==> src/rtl/pulse_stretch_if.sv <==
// Event-side signals of pulse_stretch: strobe/clear in, stretched level and status out.
// dbg_state exposes the FSM encoding (IDLE=0, HIGH=1, GAP=2) for checkers.
interface pulse_stretch_if;
   logic       pulse_in;
   logic       ovf_clr;
   logic       level_out;
   logic       busy;
   logic [3:0] pend_cnt;
   logic       overflow;
   logic [1:0] dbg_state;

   modport master (
      output pulse_in, ovf_clr,
      input  level_out, busy, pend_cnt, overflow, dbg_state
   );

   modport slave (
      input  pulse_in, ovf_clr,
      output level_out, busy, pend_cnt, overflow, dbg_state
   );
endinterface

==> src/rtl/pulse_stretch.sv <==
// Pulse stretcher: each strobe becomes HIGH_CYC high cycles followed by GAP_CYC low cycles.
// Define PULSE_STRETCH_QUEUE_EN to queue strobes arriving while busy (else they are dropped).
module pulse_stretch #(
   parameter int unsigned HIGH_CYC = 8,
   parameter int unsigned GAP_CYC  = 2,
   parameter int unsigned QDEPTH   = 3
) (
   input  logic           clock,
   input  logic           reset,
   pulse_stretch_if.slave bus
);

   typedef enum logic [1:0] {
      S_IDLE = 2'd0,
      S_HIGH = 2'd1,
      S_GAP  = 2'd2
   } state_t;

   localparam logic [7:0] HIGH_LD = 8'(HIGH_CYC - 1);
   localparam logic [7:0] GAP_LD  = 8'(GAP_CYC - 1);
`ifdef PULSE_STRETCH_QUEUE_EN
   localparam logic [3:0] PEND_MAX = 4'(QDEPTH);
`else
   // Zero capacity: every strobe while busy is a drop, pend_cnt stays 0.
   localparam logic [3:0] PEND_MAX = 4'd0;
`endif

   state_t     r_state;
   logic [7:0] r_cnt;
   logic [3:0] r_pend;
   logic       r_ovf;
   logic       r_level;
   logic       r_busy;

   state_t     w_state_nxt;
   logic [7:0] w_cnt_nxt;
   logic [3:0] w_pend_nxt;
   logic       w_queue_req;
   logic       w_drop;

   always_comb begin
      w_state_nxt = r_state;
      w_cnt_nxt   = r_cnt;
      w_pend_nxt  = r_pend;
      w_queue_req = 1'b0;
      w_drop      = 1'b0;

      case (r_state)
         S_IDLE: begin
            if (bus.pulse_in) begin
               w_state_nxt = S_HIGH;
               w_cnt_nxt   = HIGH_LD;
            end
         end
         S_HIGH: begin
            w_queue_req = bus.pulse_in;
            if (r_cnt == 8'd0) begin
               w_state_nxt = S_GAP;
               w_cnt_nxt   = GAP_LD;
            end else begin
               w_cnt_nxt = r_cnt - 8'd1;
            end
         end
         S_GAP: begin
            if (r_cnt != 8'd0) begin
               w_queue_req = bus.pulse_in;
               w_cnt_nxt   = r_cnt - 8'd1;
            end else if (r_pend != 4'd0) begin
               // A coincident strobe replaces the consumed entry, net count unchanged.
               w_state_nxt = S_HIGH;
               w_cnt_nxt   = HIGH_LD;
               if (!bus.pulse_in) begin
                  w_pend_nxt = r_pend - 4'd1;
               end
            end else if (bus.pulse_in) begin
               w_state_nxt = S_HIGH;
               w_cnt_nxt   = HIGH_LD;
            end else begin
               w_state_nxt = S_IDLE;
            end
         end
         default: begin
            w_state_nxt = S_IDLE;
            w_cnt_nxt   = 8'd0;
         end
      endcase

      if (w_queue_req) begin
         if (r_pend < PEND_MAX) begin
            w_pend_nxt = r_pend + 4'd1;
         end else begin
            w_drop = 1'b1;
         end
      end
   end

   always_ff @(posedge clock or negedge reset) begin
      if (!reset) begin
         r_state <= S_IDLE;
         r_cnt   <= 8'd0;
         r_pend  <= 4'd0;
         r_ovf   <= 1'b0;
         r_level <= 1'b0;
         r_busy  <= 1'b0;
      end else begin
         r_state <= w_state_nxt;
         r_cnt   <= w_cnt_nxt;
         r_pend  <= w_pend_nxt;
         // Set beats clear when a drop and ovf_clr coincide.
         r_ovf   <= (r_ovf & ~bus.ovf_clr) | w_drop;
         r_level <= (w_state_nxt == S_HIGH);
         r_busy  <= (w_state_nxt != S_IDLE);
      end
   end

   assign bus.level_out = r_level;
   assign bus.busy      = r_busy;
   assign bus.pend_cnt  = r_pend;
   assign bus.overflow  = r_ovf;
   assign bus.dbg_state = r_state;

endmodule
==> src/flat_wrapper.sv <==
// flat-port wrapper written by rule: the top's interface ports become plain ports
module pulse_stretch_flat 
#(
   parameter int unsigned HIGH_CYC = 8,
   parameter int unsigned GAP_CYC  = 2,
   parameter int unsigned QDEPTH   = 3
)
  (clock, reset, bus_pulse_in, bus_ovf_clr, bus_level_out, bus_busy, bus_pend_cnt, bus_overflow, bus_dbg_state);
  pulse_stretch_if bus_i ();
  input  logic clock;
  input  logic reset;
  input wire logic [$bits(bus_i.pulse_in)-1:0] bus_pulse_in;
  input wire logic [$bits(bus_i.ovf_clr)-1:0] bus_ovf_clr;
  output wire logic [$bits(bus_i.level_out)-1:0] bus_level_out;
  output wire logic [$bits(bus_i.busy)-1:0] bus_busy;
  output wire logic [$bits(bus_i.pend_cnt)-1:0] bus_pend_cnt;
  output wire logic [$bits(bus_i.overflow)-1:0] bus_overflow;
  output wire logic [$bits(bus_i.dbg_state)-1:0] bus_dbg_state;
  assign bus_i.pulse_in = bus_pulse_in;
  assign bus_i.ovf_clr = bus_ovf_clr;
  assign bus_level_out = bus_i.level_out;
  assign bus_busy = bus_i.busy;
  assign bus_pend_cnt = bus_i.pend_cnt;
  assign bus_overflow = bus_i.overflow;
  assign bus_dbg_state = bus_i.dbg_state;
  pulse_stretch #(.HIGH_CYC(HIGH_CYC), .GAP_CYC(GAP_CYC), .QDEPTH(QDEPTH)) u_core (.clock(clock), .reset(reset), .bus(bus_i));
endmodule
==> config.mk <==
export PLATFORM = sky130hd
export DESIGN_NAME = pulse_stretch_flat
export DESIGN_NICKNAME = d
export VERILOG_FILES = /design/src/rtl/pulse_stretch_if.sv /design/src/rtl/pulse_stretch.sv /design/src/flat_wrapper.sv
export SDC_FILE = /design/constraint.sdc
export NUM_CORES = 1
export LEC_CHECK = 0
export CAP_MARGIN = 20
export CORE_MARGIN = 2
export CORE_UTILIZATION = 40
export DETAILED_ROUTE_END_ITERATION = 8
export DONT_BUFFER_PORTS = 1
export GPL_ROUTABILITY_DRIVEN = 0
export HOLD_SLACK_MARGIN = 0.06
export PLACE_DENSITY_LB_ADDON = 0.05
export REMOVE_ABC_BUFFERS = 1
export SLEW_MARGIN = 20
export SYNTH_ARGS = -nofsm -noshare
export SYNTH_HDL_FRONTEND = slang
export SYNTH_SLANG_ARGS = --single-unit
==> constraint.sdc <==
create_clock -name clock -period 4 [get_ports clock]
set_clock_uncertainty 0.05 [all_clocks]
set_input_delay 0.4 -clock clock [delete_from_list [all_inputs] [get_ports clock]]
set_output_delay 0.4 -clock clock [all_outputs]
set_load 0.005 [all_outputs]
## Yosys cells after proc, flatten, opt, wreduce, memory -nomap -nowiden

Index checks and enable logic that the tools add are counted.

| word-level totals | value |
|---|---|
| bits in registers | 17 |
| latch bits | 0 |
| RAM bits | 0 |
| bits in read-only memories | 0 |
| input port bits | 4 |
| logic and storage cells | 42 |
| memories kept | 0 |

| cells by class | value |
|---|---|
| add/sub/neg operators | 3 |
| multiply operators | 0 |
| div/mod/pow operators | 0 |
| $lt $le $gt $ge | 1 |
| equality and inequality tests | 3 |
| shifts and indexed selects | 0 |
| multiplexer cells | 21 |
| bitwise gates (word level) | 3 |
| reduce and logical (&&, ||, !) cells | 5 |

Operators with widths:

| operator | count |
|---|---|
| two-way mux 8 bit | 4 |
| two-way mux 4 bit | 6 |
| one-hot mux 8 bit (3 select lines) | 1 |
| logical NOT 8 bit | 1 |
| two-way mux 2 bit | 4 |
| nonzero test 8 bit | 1 |
| subtractor 8 x 1 -> 8 bit, second input constant | 1 |
| one-hot mux 2 bit (3 select lines) | 1 |
| adder 4 x 1 -> 4 bit, second input constant | 1 |
| equality test 2 x 1 -> 1 bit, second input constant | 2 |
| < comparator 4 x 1 -> 1 bit, second input constant | 1 |
| two-way mux 1 bit | 4 |
| nonzero test 4 bit | 1 |
| subtractor 4 x 1 -> 4 bit, second input constant | 1 |
| equality test 2 bit, second input constant | 1 |
| logical NOT 2 bit | 1 |
| one-hot mux 1 bit (2 select lines) | 1 |
| nonzero test 2 bit | 1 |
| AND 1 bit | 1 |
| inverter 1 bit | 1 |
| bitwise OR 1 bit | 1 |

## Longest topological paths before layout

| logic depth | value |
|---|---|
| depth after elaboration | 7 |
| depth in mapped cells | 6 |

## Least setup slack after synthesis

No wires, ideal clock.

| path | value |
|---|---|
| kind | flip-flop to flip-flop |
| from | register u_core.r_cnt[0] |
| to | register u_core.r_ovf (netlist: u_core.bus.overflow) |
| setup time | 0.122 ns |
| arrival time | 1.647 ns |
| required time | 3.828 ns |
| path slack | 2.181 ns |
| stages on the path, launching flop included | 7 |
| period minus slack after synthesis | 1.819 ns |
| cells stage by stage | dfrtp_1 > inv_1 > ha_1 > or4b_4 > o21ai_4 > nand2_1 > a32o_1 |

| between the ends | value |
|---|---|
| longest elaborated chain between the ends | 5 |

Ends and longest elaborated chain:

| element | RTL line | source |
|---|---|---|
| start: declaration | pulse_stretch.sv:29 | `logic [7:0] r_cnt;` |
| start signal: assignment | pulse_stretch.sv:107 | `r_cnt <= w_cnt_nxt;` |
| nonzero test 8 bit | pulse_stretch.sv:65 | `if (r_cnt != 8'd0) begin` |
| two-way mux 1 bit | pulse_stretch.sv:65 |  |
| one-hot mux 1 bit (2 select lines) | pulse_stretch.sv:48 | `case (r_state)` |
| two-way mux 1 bit | pulse_stretch.sv:88 | `if (w_queue_req) begin` |
| bitwise OR 1 bit | pulse_stretch.sv:110 | `r_ovf <= (r_ovf & ~bus.ovf_clr) \| w_drop;` |
| end signal: assignment | pulse_stretch.sv:110 |  |
| end: declaration | pulse_stretch.sv:31 | `logic r_ovf;` |

No other way between the ends.

## Worst setup path in the final report

| path | value |
|---|---|
| from | register u_core.r_cnt[2] |
| to | register u_core.r_cnt[7] |

| between the ends | value |
|---|---|
| longest elaborated chain between the ends | 3 |
| elaborated cells between the ends (all ways) | 6 |

Ends and longest elaborated chain:

| element | RTL line | source |
|---|---|---|
| subtractor 8 x 1 -> 8 bit (tied with other cells) | pulse_stretch.sv:61, pulse_stretch.sv:67 |  |
| two-way mux 8 bit, on equally long branches | pulse_stretch.sv:65, pulse_stretch.sv:57 |  |
| one-hot mux 8 bit (3 select lines) (*) | pulse_stretch.sv:48 |  |
| named net u_core.w_cnt_nxt[7] | pulse_stretch.sv:36 | `logic [7:0] w_cnt_nxt;` |

The timed path passes the listed nets; every way through them passes the cells marked *.

==> results.cfg <==
[critical_path]
endpoint_kind = register
critPathMaxFanout = 11
path_depth = 4
crit_family = simple AND/OR/NAND/NOR gates
rrSetupSlack_ns = 1.78
r2r-end = u_core.r_cnt[7]
arrival_ns = 2.36
crit_chain = nor3_1 -> a21oi_1 -> and3_1 -> a211o_1
start_kind = register
reg2reg_from = u_core.r_cnt[2]
worst-r2r-cell-count = 4
max_stage_delay_ns = 0.80
cp_slowest_cell = nor3_1
cp.buffers_inverters = 0
cp.required_ns = 4.15
crit_type = register to register

[global_route]
grt_util_met2 = 0.2594
grt-busiest-layer = met2
globalRouteMet1Util = 0.2361
grt_pass1_wl_um = 4291
grt_max_degree = 18
grtUsageMet3 = 0.03175
overflow = 0
grt_pass1_vias = 881
antenna_found_initial = 0
gr-usage-all-layers = 0.1734

[synth]
synth_cell_types = 47
async_flop_share = 1.000
syn_inst = 115
synth-main-ff-cell = dfrtp_1
synth_area_leader_cell = dfrtp_1
syn-mean-instance-area_um2 = 9.825
synth.most_common_cell = dfrtp_1
yosysWarnings = 0
synth.area.top_cells = dfrtp_1 (38%), ha_1 (7.8%), inv_1 (3.3%)
syn-cell-area_um2 = 1130
yosysTopAreaCellShare = 0.3765
synth_edf_count = 0
synth-seq-cells = 17
synth_common_cells = dfrtp_1 (17), inv_1 (10), a21oi_1 (7), ha_1 (7), nor3_1 (6)
yosysSeqAreaShare = 0.3765

[routing]
drc = 0
drt-total-wl_um = 2382
wl_per_cell_um = 16.20
via_per_inst = 6.129
dr.pass1.iters = 4
vias = 901
ant_nets = 0
drt_iter0_markers = 26

[job]
maxCapViolations = 0

[floorplan]
coreArea_um2 = 2710
io_pins = 13
start_util = 0.4169
row_count = 19
die_w_um = 57.15
die-area_um2 = 3266
fp.dieH_um = 57.15

[cts]
htreeDepth = 1
clock_sinks = 17
cts_root_buf = clkbuf_4
cts_resized = 0
clock_latency_ns = 0.30
clockBufferDepth = 2
cts_tree = built
post_cts_buffers = 0
holdBufCountCts = 1
cts_buffers = 3
clk_pin_slew_worst_paths_ns = 0.11

[timing]
report.final.slew_viol_count = 0
max-slew-margin-rel = 0.3148
min_period_over_period = 0.5546
max_freq_ghz = 0.4508
tightest_slew_ns = 1.020
rsz0062_at_grt = no
period_minus_slack_ns = 2.218
setup-tns-final_ns = 0
setup_viol = 0
fin_ws_ns = 1.782
hold_viol = 0

[cells_and_area]
final_layout_size_suffix_gt1_frac = 0.1207
instances_no_fill = 147
areaGrowthSynthToFinish_pct = 5.205
utilization = 0.4386
antenna_cells = 0
fin_nets = 128

[power_and_ir_drop]
switching_share = 0.2351
powerDensity_nw_per_um2 = 233.2
power_switching_mw = 0.06517
p_leak_nw = 0.4642
ir_worst_vdd_v = 0.0001466
share_comb_of_total_power = 0.027
p_total_mw = 0.2772
pwr-share-clk = 0.349
p_int_mw = 0.2120
seq_power_share = 0.624

[placed_design]
dp.cells = 142
portBuffers = 0
pre_cts_ws_ns = 1.849
detailed_place_hpwl_um = 1730

[hold_path]
hp-class = primary input to register
holdPathEnd = u_core.bus.overflow
min_from = bus_pulse_in
whs_path_depth = 1

[outcome]
outcome = finished clean
==> power groups by stage <==
| stage | Clock (mW) | Sequential, mW | Combinational (mW) |
|---|---|---|---|
| floorplan | 0 | 0.176 | 0.00301 |
| global placement | 0 | 0.176 | 0.00335 |
| detailed placement | 0 | 0.176 | 0.00347 |
| CTS | 0.103 | 0.173 | 0.00784 |
| global route | 0.109 | 0.173 | 0.00887 |
| finish | 0.0969 | 0.173 | 0.00743 |
==> how the worst max path moves through the flow <==
stage | startpoint | endpoint | slack (ns)
3_5_place_dp | u_core.r_cnt[3] | u_core.r_cnt[7] | 1.85
5_1_grt | u_core.r_cnt[3] | u_core.r_cnt[7] | 1.53
4_1_cts | u_core.r_cnt[3] | u_core.r_cnt[7] | 1.80
6_report | u_core.r_cnt[2] | u_core.r_cnt[7] | 1.78
3_3_place_gp | u_core.r_cnt[3] | u_core.bus.busy | 1.89
2_1_floorplan | u_core.r_cnt[4] | u_core.r_cnt[7] | 2.12
==> cell type report <==
cell class,count,area (um^2)
multi-input cells,83,645.6
flip-flops and latches,17,425.4
well taps,31,38.79
clock buffers,3,22.52
inverters,11,41.29
clock inverters,1,5.005
repair buffers,1,10.01
fillers,286,1521
==> flip-flops by register name, indices dropped and copies added (netlist names) <==
name / count
u_core.r_cnt: 8
u_core.bus.pend_cnt: 4
u_core.bus.dbg_state: 2
u_core.bus.busy: 1
u_core.bus.level_out: 1
u_core.bus.overflow: 1
==> per-stage QoR <==
stage               hold WS, ns  instance area, um^2
global placement        0.05479                 1151
detailed placement      0.05487                 1151
global route             0.2086                 1189
floorplan               0.05441                 1112
CTS                      0.1937                 1189
finish                   0.2044                 1189
==> cell usage in the layout, fill, tap and decap left out, types with 2 or more instances in the layout <==
cell / n
o21bai_1: 2
o21ai_0: 4
a31oi_1: 3
xnor2_1: 3
a21oi_1: 7
clkbuf_4: 3
ha_1: 7
nand2_1: 5
nor2_1: 5
o22ai_1: 2
nor3_1: 6
nand3_1: 4
dfrtp_1: 17
inv_1: 10
o31ai_1: 2
a21o_1: 2
nand4_1: 3
==> cells by family (layout without fill, tap and decap cells) <==
group	Yosys count	in the layout	synth area share
AND/OR/NAND/NOR	36	36	0.2093
flip-flops	17	17	0.3765
AO/OA/AOI/OAI	35	35	0.2447
adder cells (fa/ha/maj)	7	7	0.07752
XOR/XNOR	4	4	0.03101
multiplexers	1	1	0.008860
buffers and inverters	15	16	0.05205
==> metal layers <==
metal / vias up / part of all wire
met4: 0 / 0.024
met2: 26 / 0.46
met3: 5 / 0.049
li1: 431 / -
met1: 439 / 0.47
met5: - / 0
==> worst reg2reg max path, stage by stage, from the launching register on <==
cell	delay, ns
dfrtp_1	0.46
nor3_1	0.80
a21oi_1	0.28
and3_1	0.26
a211o_1	0.26
No activity file was read; power rests on OpenSTA's default activity.
